### src/rtl/uart_loader_pkg.sv
// rtl/uart_loader_pkg.sv - shared constants and state encoding for the UART boot loader
//
// Purpose: opcode/reply byte values and the command FSM state type used by
// uart_loader. No ports.

package uart_loader_pkg;

  // Command opcodes received in IDLE
  localparam logic [7:0] OP_LOAD = 8'h4C;  // 'L'
  localparam logic [7:0] OP_GO   = 8'h47;  // 'G'

  // One-byte replies sent back through the transmit queue
  localparam logic [7:0] RSP_OK  = 8'h4B;  // 'K'
  localparam logic [7:0] RSP_ERR = 8'h45;  // 'E'
  localparam logic [7:0] RSP_UNK = 8'h3F;  // '?'
  localparam logic [7:0] RSP_TMO = 8'h54;  // 'T'

  // State codes kept as plain constants so older code can compare raw bits
  localparam logic [2:0] ST_IDLE = 3'd0;
  localparam logic [2:0] ST_ADDR = 3'd1;
  localparam logic [2:0] ST_LEN  = 3'd2;
  localparam logic [2:0] ST_DATA = 3'd3;
  localparam logic [2:0] ST_CSUM = 3'd4;

  typedef enum logic [2:0] {
    IDLE = ST_IDLE,
    ADDR = ST_ADDR,
    LEN  = ST_LEN,
    DATA = ST_DATA,
    CSUM = ST_CSUM
  } state_e;

endpackage

### src/rtl/uart_loader_if.sv
// rtl/uart_loader_if.sv - UART/memory/core-reset signal bundle of the boot loader
//
// Purpose: groups the loader's serial, memory-write and core-reset signals.
//   rx_dat/rx_en          received byte + one-cycle valid pulse
//   tx_rd/tx_empty/tx_dat show-ahead reply byte read port
//   mem_we/mem_addr/mem_wdat/mem_be  64-bit word write port
//   cpu_rst_n             core reset, active low
// Modports: slave = loader side, master = UART/memory/core side.

interface uart_loader_if #(
  parameter int ADDR_W = 16
);

  logic [7:0]        rx_dat;
  logic              rx_en;
  logic              tx_rd;
  logic              tx_empty;
  logic [7:0]        tx_dat;
  logic              mem_we;
  logic [ADDR_W-1:0] mem_addr;
  logic [63:0]       mem_wdat;
  logic [7:0]        mem_be;
  logic              cpu_rst_n;

  modport slave (
    input  rx_dat, rx_en, tx_rd,
    output tx_empty, tx_dat, mem_we, mem_addr, mem_wdat, mem_be, cpu_rst_n
  );

  modport master (
    output rx_dat, rx_en, tx_rd,
    input  tx_empty, tx_dat, mem_we, mem_addr, mem_wdat, mem_be, cpu_rst_n
  );

endinterface

### src/rtl/uart_loader_txq.sv
// rtl/uart_loader_txq.sv - one-deep reply queue with output hold timer
//
// Purpose: holds one pending reply plus the byte currently offered to the
// UART transmitter. After each read the output byte is kept stable for
// HOLD_CYC cycles so the transmitter can shift it out.
// Ports:
//   CLK, RST        clock, synchronous active-low reset
//   push, push_dat  one-cycle strobe queueing a reply byte
//   tx_rd           read pulse from the transmitter
//   tx_empty        0 = tx_dat holds an unread reply
//   tx_dat          reply byte

module uart_loader_txq #(
  parameter int HOLD_CYC = 2000
) (
  input  logic       CLK,
  input  logic       RST,
  input  logic       push,
  input  logic [7:0] push_dat,
  input  logic       tx_rd,
  output logic       tx_empty,
  output logic [7:0] tx_dat
);

  localparam int CW = $clog2(HOLD_CYC + 1);

  logic [CW-1:0] hold_cnt;
  logic          pend_vld;
  logic [7:0]    pend_dat;
  logic          load;

  // Pending byte moves out only once the previous byte has been read and
  // its hold window has fully elapsed.
  assign load = tx_empty && (hold_cnt == '0) && pend_vld;

  always_ff @(posedge CLK) begin
    if (!RST) begin
      tx_empty <= 1'b1;
      tx_dat   <= 8'h00;
      hold_cnt <= '0;
      pend_vld <= 1'b0;
      pend_dat <= 8'h00;
    end else begin
      if (!tx_empty && tx_rd) begin
        tx_empty <= 1'b1;
        hold_cnt <= CW'(HOLD_CYC);
      end else if (hold_cnt != '0) begin
        hold_cnt <= hold_cnt - CW'(1);
      end else if (load) begin
        tx_empty <= 1'b0;
        tx_dat   <= pend_dat;
      end

      // A push into a full pending slot is dropped; the older reply wins.
      if (push && !pend_vld) begin
        pend_vld <= 1'b1;
        pend_dat <= push_dat;
      end else if (load) begin
        pend_vld <= 1'b0;
      end
    end
  end

endmodule

### src/rtl/uart_loader.sv
// rtl/uart_loader.sv - serial boot loader: command decode, memory writes, core reset
//
// Purpose: decodes the received byte stream ('L' load, 'G' go), packs load
// data into 64-bit little-endian words with byte enables, holds the core in
// reset until 'G', and queues one-byte replies for the transmitter.
// Ports:
//   CLK, RST  clock, synchronous active-low reset
//   bus       uart_loader_if.slave: rx_dat/rx_en in, tx_rd in,
//             tx_empty/tx_dat, mem_we/mem_addr/mem_wdat/mem_be, cpu_rst_n out
// Build option: UART_LOADER_TIMEOUT_EN adds an inter-byte timeout that
// abandons a command after TIMEOUT_CYC idle cycles and replies 'T'.

module uart_loader
  import uart_loader_pkg::*;
#(
  parameter int ADDR_W   = 16,
  parameter int HOLD_CYC = 2000
`ifdef UART_LOADER_TIMEOUT_EN
  , parameter int TIMEOUT_CYC = 200000
`endif
) (
  input  logic         CLK,
  input  logic         RST,
  uart_loader_if.slave bus
);

  state_e            state;
  logic [1:0]        byte_cnt;
  logic [31:0]       addr;       // byte address, advances per data byte
  logic [15:0]       len_cnt;    // length while parsing, then bytes remaining
  logic [7:0]        sum;
  logic [63:0]       wdat_acc;
  logic [7:0]        be_acc;
  logic              cpu_rst_n_q;
  logic              mem_we_q;
  logic [ADDR_W-1:0] mem_addr_q;
  logic [63:0]       mem_wdat_q;
  logic [7:0]        mem_be_q;
  logic              rsp_push;
  logic [7:0]        rsp_dat;

  logic [2:0]        lane;
  logic [63:0]       acc_nxt;
  logic [7:0]        be_nxt;
  logic              last;
  logic              flush;
  logic              tmo_hit;
  logic              unused_addr_hi;

  // Address bits above the word address only matter for carry-out; words wrap.
  assign unused_addr_hi = ^addr[31:ADDR_W+3];

  always_comb begin
    lane                      = addr[2:0];
    acc_nxt                   = wdat_acc;
    acc_nxt[{lane, 3'b000} +: 8] = bus.rx_dat;
    be_nxt                    = be_acc | (8'd1 << lane);
    last                      = (len_cnt == 16'd1);
    // Lane 7 filled and final byte may coincide; still a single write.
    flush                     = (lane == 3'd7) || last;
  end

`ifdef UART_LOADER_TIMEOUT_EN
  logic [31:0] tmo_cnt;

  always_ff @(posedge CLK) begin
    if (!RST || bus.rx_en || state == IDLE) begin
      tmo_cnt <= 32'd0;
    end else if (tmo_cnt != 32'(TIMEOUT_CYC)) begin
      tmo_cnt <= tmo_cnt + 32'd1;
    end
  end

  // A byte arriving on the expiry cycle still counts; it is not a timeout.
  assign tmo_hit = (state != IDLE) && !bus.rx_en && (tmo_cnt == 32'(TIMEOUT_CYC));
`else
  assign tmo_hit = 1'b0;
`endif

  always_ff @(posedge CLK) begin
    if (!RST) begin
      state       <= IDLE;
      byte_cnt    <= 2'd0;
      addr        <= 32'd0;
      len_cnt     <= 16'd0;
      sum         <= 8'h00;
      wdat_acc    <= 64'd0;
      be_acc      <= 8'h00;
      cpu_rst_n_q <= 1'b0;
      mem_we_q    <= 1'b0;
      mem_addr_q  <= '0;
      mem_wdat_q  <= 64'd0;
      mem_be_q    <= 8'h00;
      rsp_push    <= 1'b0;
      rsp_dat     <= 8'h00;
    end else begin
      mem_we_q <= 1'b0;
      rsp_push <= 1'b0;

      if (tmo_hit) begin
        state    <= IDLE;
        byte_cnt <= 2'd0;
        wdat_acc <= 64'd0;
        be_acc   <= 8'h00;
        rsp_push <= 1'b1;
        rsp_dat  <= RSP_TMO;
      end else if (bus.rx_en) begin
        case (state)
          IDLE: begin
            if (bus.rx_dat == OP_LOAD) begin
              state    <= ADDR;
              byte_cnt <= 2'd0;
              sum      <= 8'h00;
              wdat_acc <= 64'd0;
              be_acc   <= 8'h00;
            end else if (bus.rx_dat == OP_GO) begin
              cpu_rst_n_q <= 1'b1;
              rsp_push    <= 1'b1;
              rsp_dat     <= RSP_OK;
            end else begin
              rsp_push <= 1'b1;
              rsp_dat  <= RSP_UNK;
            end
          end

          ADDR: begin
            // Little-endian: shift in from the top so byte 0 ends in [7:0]
            addr     <= {bus.rx_dat, addr[31:8]};
            byte_cnt <= byte_cnt + 2'd1;
            if (byte_cnt == 2'd3) begin
              state    <= LEN;
              byte_cnt <= 2'd0;
            end
          end

          LEN: begin
            len_cnt <= {bus.rx_dat, len_cnt[15:8]};
            if (byte_cnt == 2'd1) begin
              byte_cnt <= 2'd0;
              state    <= ({bus.rx_dat, len_cnt[15:8]} == 16'd0) ? CSUM : DATA;
            end else begin
              byte_cnt <= 2'd1;
            end
          end

          DATA: begin
            addr    <= addr + 32'd1;
            sum     <= sum + bus.rx_dat;
            len_cnt <= len_cnt - 16'd1;
            if (flush) begin
              mem_we_q   <= 1'b1;
              mem_addr_q <= addr[ADDR_W+2:3];
              mem_wdat_q <= acc_nxt;
              mem_be_q   <= be_nxt;
              wdat_acc   <= 64'd0;
              be_acc     <= 8'h00;
            end else begin
              wdat_acc <= acc_nxt;
              be_acc   <= be_nxt;
            end
            if (last) begin
              state <= CSUM;
            end
          end

          CSUM: begin
            rsp_push <= 1'b1;
            rsp_dat  <= (bus.rx_dat == sum) ? RSP_OK : RSP_ERR;
            state    <= IDLE;
          end

          default: state <= IDLE;
        endcase
      end
    end
  end

  assign bus.mem_we    = mem_we_q;
  assign bus.mem_addr  = mem_addr_q;
  assign bus.mem_wdat  = mem_wdat_q;
  assign bus.mem_be    = mem_be_q;
  assign bus.cpu_rst_n = cpu_rst_n_q;

  uart_loader_txq #(
    .HOLD_CYC (HOLD_CYC)
  ) u_txq (
    .CLK      (CLK),
    .RST      (RST),
    .push     (rsp_push),
    .push_dat (rsp_dat),
    .tx_rd    (bus.tx_rd),
    .tx_empty (bus.tx_empty),
    .tx_dat   (bus.tx_dat)
  );

endmodule

### src/flat_wrapper.sv
// flat-port wrapper written by rule: the top's interface ports become plain ports
module uart_loader_flat import uart_loader_pkg::*;
#(
  parameter int ADDR_W   = 16,
  parameter int HOLD_CYC = 2000

)
  (CLK, RST, bus_rx_dat, bus_rx_en, bus_tx_rd, bus_tx_empty, bus_tx_dat, bus_mem_we, bus_mem_addr, bus_mem_wdat, bus_mem_be, bus_cpu_rst_n);
  uart_loader_if #(.ADDR_W(ADDR_W)) bus_i ();
  input  logic CLK;
  input  logic RST;
  input wire logic [$bits(bus_i.rx_dat)-1:0] bus_rx_dat;
  input wire logic [$bits(bus_i.rx_en)-1:0] bus_rx_en;
  input wire logic [$bits(bus_i.tx_rd)-1:0] bus_tx_rd;
  output wire logic [$bits(bus_i.tx_empty)-1:0] bus_tx_empty;
  output wire logic [$bits(bus_i.tx_dat)-1:0] bus_tx_dat;
  output wire logic [$bits(bus_i.mem_we)-1:0] bus_mem_we;
  output wire logic [$bits(bus_i.mem_addr)-1:0] bus_mem_addr;
  output wire logic [$bits(bus_i.mem_wdat)-1:0] bus_mem_wdat;
  output wire logic [$bits(bus_i.mem_be)-1:0] bus_mem_be;
  output wire logic [$bits(bus_i.cpu_rst_n)-1:0] bus_cpu_rst_n;
  assign bus_i.rx_dat = bus_rx_dat;
  assign bus_i.rx_en = bus_rx_en;
  assign bus_i.tx_rd = bus_tx_rd;
  assign bus_tx_empty = bus_i.tx_empty;
  assign bus_tx_dat = bus_i.tx_dat;
  assign bus_mem_we = bus_i.mem_we;
  assign bus_mem_addr = bus_i.mem_addr;
  assign bus_mem_wdat = bus_i.mem_wdat;
  assign bus_mem_be = bus_i.mem_be;
  assign bus_cpu_rst_n = bus_i.cpu_rst_n;
  uart_loader #(.ADDR_W(ADDR_W), .HOLD_CYC(HOLD_CYC)) u_core (.CLK(CLK), .RST(RST), .bus(bus_i));
endmodule
### config.mk
export PLATFORM = sky130hd
export DESIGN_NAME = uart_loader_flat
export DESIGN_NICKNAME = d
export VERILOG_FILES = /design/src/rtl/uart_loader_pkg.sv /design/src/rtl/uart_loader_if.sv /design/src/rtl/uart_loader_txq.sv /design/src/rtl/uart_loader.sv /design/src/flat_wrapper.sv
export SDC_FILE = /design/constraint.sdc
export NUM_CORES = 1
export LEC_CHECK = 0
export ABC_AREA = 1
export CORE_ASPECT_RATIO = 0.9
export CORE_UTILIZATION = 55
export DETAILED_ROUTE_END_ITERATION = 16
export PLACE_DENSITY = 0.77
export SLEW_MARGIN = 5
export SYNTH_ARGS = -nofsm -noshare
export SYNTH_HDL_FRONTEND = slang
export SYNTH_HIERARCHICAL = 1
export SYNTH_SLANG_ARGS = --single-unit
### constraint.sdc
create_clock -name CLK -period 2.8 [get_ports CLK]
set_input_delay 0.28 -clock CLK [delete_from_list [all_inputs] [get_ports CLK]]
set_output_delay 0.28 -clock CLK [all_outputs]
set_load 0.03 [all_outputs]
==> impl_metrics.csv <==
group,metric,value,unit
power,total_power,0.00994,W
timing,post-route-min-period,2.39,ns
detailed_routing,dr.pass1.iters,5,
detailed_routing,num_vias,12200,
worst_setup_path,ff2ff_path_depth,7,
worst_setup_path,end_kind,"flip-flop",
synth,syn_area,12400,um2
place,port_buffers,110,
power,p_int,0.00669,W
synth,synth_area_leaders,"dfxtp_1 42%, nand2_1 16%, nor2_1 10%",
cells_and_area,finish.utilization,66.4,%
worst_setup_path,arrival,2.85,ns
global_routing,grt_pass1_wl,53.6,mm
timing,skew,0.0191,ns
power,p_leak,5.44,nW
synth,synth_xor_area_share,1.20,%
cts,cts_tree,"done",
global_routing,grt_pass1_vias,10600,
hold_path,min_to,"u_core/rsp_dat[5]$_SDFFE_PN0P_",
hold_path,worstHoldStart,"RST",
global_routing,overflow,0,
cts,htree_levels,1,
timing,rsz0062_at_grt,"false",
timing,finalSetupViolCount,0,
timing,hold_viol_final,0,
synth,async_reset_ff_share,0,%
synth,synthAdderAreaFrac,2.38,%
cells_and_area,drive_gt1_share,5.09,%
timing,slew_headroom,40.7,%
power,pwr-share-seq,41.5,%
detailed_routing,viasPerCell,5.41,
hold_path,hold_depth,3,
die,fp.coreArea,21900,um2
synth,ys_types,40,
die,io_pins,111,
detailed_routing,drc,0,
synth,synth_edf_count,0,
synth,ys.flop_type,"dfxtp_1",
synth,synth_top_area_share,41.7,%
cts,post-cts-setup-buffers,0,
run,max-cap-violations,0,
place,gp_congestion,0.900,
die,start_util,56.6,%
cts,cts_made_buffers,27,
outcome,status,"finished clean",
global_routing,track_usage,28.4,%
synth,synth_top_family_by_area,"simple AND/OR/NAND/NOR gates",
worst_setup_path,rr_endpoint,"u_core/wdat_acc[17]$_SDFFE_PN0P_",
synth,synth_warnings,6,
global_routing,antenna_found_initial,0,
timing,holdWs,0.291,ns
timing,post-route-period-util,85.5,%
timing,worst_slew_pin_slew,0.890,ns
cells_and_area,nNetsFinal,1982,
cts,post_cts_resized,0,
synth,muxShareOfSynthArea,0,%
cts,cts_root_buf,"clkbuf_16",
timing,fin_tns_setup,0,ns
cells_and_area,area_growth,17.3,%
worst_setup_path,worstSetupPathType,"flip-flop to flip-flop",
synth,synth_top_cell_by_area,"dfxtp_1",
synth,yosys.area_share.simple,31.5,%
die,die_h,144,um
die,num_rows,51,
cts,clkSlewWorstSetupHoldPaths,0.06,ns
power,p_per_area,683,nW/um2
power,combPwrFrac,23.8,%
worst_setup_path,reg2reg_slack,0.41,ns
detailed_routing,routedWlPerCell,14.9,um
cells_and_area,final_cell_mix,"511 x nand2_1, 338 x nor2_1, 258 x dfxtp_1",
detailed_routing,postRouteAntennaNets,0,
worst_setup_path,cp.required,3.26,ns
cts,clockBufferDepth,3,
die,die_x,160,um
timing,finalMaxSlewViolations,0,
power,vdd_drop_max,0.400,mV
synth,seq_area_frac_synth,41.7,%
global_routing,grt_max_degree,83,
cts,postCtsHoldBufs,0,
synth,ys_ff_latch,258,
synth,syn_area_per_cell,6.62,um2
die,die-area,23100,um2
worst_setup_path,worstPathMaxFanout,16,
power,clockPowerShare,34.6,%
power,swShare,32.6,%
detailed_routing,first_iter_violations,1113,
cells_and_area,num_antenna_cells,0,
synth,syn-num-nets,1907,
worst_setup_path,critPathLaunchType,"flip-flop",
power,switchingPower,0.00324,W
synth,syn-instance-count,1872,
hold_path,hp-class,"input pin to flip-flop",
detailed_routing,finalWirelength,33.6,mm
timing,fmax,418,MHz
synth,synth-compound-area-share,16.0,%
worst_setup_path,r2r-start,"u_core/addr[1]$_SDFFE_PN0P_",
cts,clkSinkCount,258,
cts,clk_latency,0.54,ns
cells_and_area,final_common_cell,"nand2_1",
place,dp_hpwl,22.0,mm
==> layer usage <==
layer	share of wire, %	vias to the layer above	GRT usage (%)
met5	0	-	0
met4	1.7	0	7.47
met3	6.6	43	3.27
met2	47	411	48.4
met1	45	5589	38.3
li1	-	6153	-
==> worst max-delay path by stage <==
stage | to | start | depth (start not counted) | slack [ns]
after global placement | u_core/sum[7]$_SDFFE_PN0P_ | bus_rx_dat[5] | 10 | 0.46
final | u_core/wdat_acc[17]$_SDFFE_PN0P_ | u_core/addr[1]$_SDFFE_PN0P_ | 7 | 0.41
after detailed placement | u_core/wdat_acc[61]$_SDFFE_PN0P_ | bus_rx_dat[1] | 10 | 0.42
after floorplan | u_core/wdat_acc[7]$_SDFFE_PN0P_ | u_core/addr[0]$_SDFFE_PN0P_ | 12 | 0.68
after CTS | u_core/wdat_acc[17]$_SDFFE_PN0P_ | u_core/addr[1]$_SDFFE_PN0P_ | 7 | 0.42
after global routing | u_core/bus.mem_wdat[38]$_SDFFE_PN0P_ | u_core/addr[1]$_SDFFE_PN0P_ | 8 | 0.19
==> synth_stat cells (10+ instances only) <==
cell type / number
clkbuf_1: 63
buf_6: 11
buf_2: 12
nand3_1: 81
ha_1: 22
a21oi_1: 185
o21ai_0: 187
nor2_1: 338
nand4_1: 10
nand2_1: 512
inv_1: 113
xnor2_1: 10
dfxtp_1: 258
==> per-stage QoR <==
stage | instances | instance area [um2] | setup WS (ns)
floorplan | 1872 | 12400 | 0.676
CTS | 2256 | 14500 | 0.420
detailed placement | 2209 | 13700 | 0.418
finish | 2256 | 14500 | 0.405
global placement | 2209 | 13700 | 0.461
global route | 2256 | 14500 | 0.185
==> power groups by stage <==
stage	Clock (W)	Sequential [W]	Combinational, W
5_1_grt	0.00365	0.00416	0.00267
2_1_floorplan	0	0.00418	0.00164
3_5_place_dp	0	0.00420	0.00232
3_3_place_gp	0	0.00419	0.00227
4_1_cts	0.00350	0.00412	0.00235
6_report	0.00344	0.00413	0.00237
==> final cells by class <==
| type | instances | area, um2 |
|---|---|---|
| clock buffer | 38 | 767 |
| tap | 291 | 364 |
| clock inverter | 9 | 76.3 |
| inverter | 119 | 449 |
| fill | 2001 | 7350 |
| timing repair buffer | 138 | 1370 |
| multi-input combinational | 1403 | 6350 |
| sequential | 258 | 5160 |
==> worst max-delay path: stages (launching register included) <==
cell and delay [ns]:
dfxtp_1 0.41, inv_1 0.12, ha_1 0.25, ha_1 0.38
nand4_1 0.45, o21ai_0 0.47, nand2_1 0.10, a21oi_1 0.14
==> logic make-up after synthesis <==
| logic type | Yosys count |
|---|---|
| compound gates | 389 |
| xor+xnor | 17 |
| fa+ha+maj | 23 |
| buf+inv | 211 |
| flops | 258 |
| other cells | 1 |
| simple gates | 973 |
==> registers in the layout, summed over array words and instances, names as in the netlist, 5 cells and up <==
signal                 cells
u_core/addr               32
u_core/be_acc              8
u_core/bus.mem_addr       16
u_core/bus.mem_be          8
u_core/bus.mem_wdat       64
u_core/len_cnt            16
u_core/rsp_dat             5
u_core/sum                 8
u_core/u_txq/hold_cnt     11
u_core/u_txq/pend_dat      8
u_core/u_txq/tx_dat        8
u_core/wdat_acc           64
No activity file was read; power rests on OpenSTA's default activity.
==> variant, RTL diff (same settings) <==
`HOLD_CYC` is set to 2000 in 3 places; all go to 1000.
--- a/src/rtl/uart_loader_txq.sv
+++ b/src/rtl/uart_loader_txq.sv
@@ -11,7 +11,7 @@
 //   tx_dat          reply byte
 
 module uart_loader_txq #(
-  parameter int HOLD_CYC = 2000
+  parameter int HOLD_CYC = 1000
 ) (
   input  logic       CLK,
   input  logic       RST,
--- a/src/rtl/uart_loader.sv
+++ b/src/rtl/uart_loader.sv
@@ -14,7 +14,7 @@
   import uart_loader_pkg::*;
 #(
   parameter int ADDR_W   = 16,
-  parameter int HOLD_CYC = 2000
+  parameter int HOLD_CYC = 1000
 `ifdef UART_LOADER_TIMEOUT_EN
   , parameter int TIMEOUT_CYC = 200000
 `endif
--- a/src/flat_wrapper.sv
+++ b/src/flat_wrapper.sv
@@ -2,7 +2,7 @@
 module uart_loader_flat import uart_loader_pkg::*;
 #(
   parameter int ADDR_W   = 16,
-  parameter int HOLD_CYC = 2000
+  parameter int HOLD_CYC = 1000
 
 )
   (CLK, RST, bus_rx_dat, bus_rx_en, bus_tx_rd, bus_tx_empty, bus_tx_dat, bus_mem_we, bus_mem_addr, bus_mem_wdat, bus_mem_be, bus_cpu_rst_n);
Check against the original RTL: same outputs for any inputs over 4 cycles, from zero or initial values and one cycle with RST low; that may be too few to reach the edited logic, so the function may still have changed.
==> variant against the unedited design <==
- cell area fell by 0.77%
- total power is 2.1% lower
- largest cell class unchanged
- largest power group unchanged
- global-route usage shrank 0.90 points
- sequential cell count fell by 1
- routed wire length down 2.9%
- critical endpoint is now u_core/bus.mem_wdat[16]
- clock skew is 0.0060 ns lower
- via count shrank 0.89%
- highest routed layer unchanged
- worst hold slack worse by 0.020 ns
- worst setup slack got worse by 0.073 ns
- area after synthesis shrank 0.62%
==> variant: results (changes against the unedited design) <==
Pwr
  – Leak: 5.31 nW (was 5.44 nW)
  – VDD IR max: 0.000443 V (was 0.000400 V)
  – Register share of total power: 0.424 (was 0.415)

Worst setup path
  – Worst path slowest cell: nand4_1 (was o21ai_0)
  – Reg2reg setup slack: 0.33 ns (was 0.41 ns)
  – Worst Path Arrival: 2.92 ns (was 2.85 ns)
  – CP peak stage delay: 0.53 ns (was 0.47 ns)

Finish
  – Non-clock buffering overhead: 0.0914 (was 0.0943)
  – Seq/total area: 0.357 (was 0.355)
  – Multi-input logic area: 6300 µm² (was 6350 µm²)
  – Bufs w/o clock: 131 (was 138)
  – Layout cell share with drive strength beyond 1: 0.0528 (was 0.0509)
  – Core Util, Final: 0.661 (was 0.664)
  – Logic inverters: 114 (was 119)
  – Fillers: 1972 (was 2001)

Place
  – Final HPWL DP: 21400 µm (was 22000 µm)
  – Dpl ws: 0.473 ns (was 0.418 ns)
  – DP Cell Count: 2176 (was 2209)
  – DP Area: 13600 µm² (was 13700 µm²)

Yosys
  – Cells after Synth: 1847 (was 1872)
  – Synth Net Count: 1881 (was 1907)
  – Post-synthesis cell type count: 43 (was 40)
  – Post-synth top area share: 0.418 (was 0.417)
  – Sequential share of the synthesized area: 0.418 (was 0.417)

STA
  – Hold Slack: 0.271 ns (was 0.291 ns)
  – Worst-Margin Slew: 0.924 ns (was 0.890 ns)

Route
  – Drt total wl: 32600 µm (was 33600 µm)
  – Initial DRC Count: 1125 (was 1113)

GRT
  – Vias in the first global route: 10500 (was 10600)
  – First-pass GRT wire length: 52400 µm (was 53600 µm)
  – GRT Total Usage: 0.275 (was 0.284)

CTS
  – CTS sink cnt: 257 (was 258)

Outcome
  – Run status: finished, final reports clean (unchanged)
[variant: power by group through the flow]
| stage | Clock (mW) | Combinational (mW) | Sequential, mW |
|---|---|---|---|
| after floorplan | 0 | 1.60 | 4.18 |
| after global placement | 0 | 2.06 | 4.19 |
| after detailed placement | 0 | 2.11 | 4.19 |
| after CTS | 3.53 | 2.13 | 4.12 |
| after global routing | 3.67 | 2.43 | 4.15 |
| final | 3.47 | 2.14 | 4.12 |
[variant: logic make-up (layout without fill, tap and decap cells)]
group / after synthesis / in the layout / synth area share
and+or+nand+nor: 952 / 952 / 0.314
AOI/OAI and AO/OA: 391 / 391 / 0.162
DFF: 257 / 257 / 0.418
buffers and inverters: 207 / 291 / 0.0716
adders and majority gates: 22 / 22 / 0.0230
xor gates and xnor gates: 17 / 17 / 0.0121
other: 1 / 1 / 0.000304
[variant: layer usage]
layer,track usage,part of all wire,vias to the layer above
met1,0.378,0.45,5588
met4,0.0764,0.024,0
met5,0,0,-
li1,-,-,6078
met2,0.464,0.47,366
met3,0.0261,0.062,56
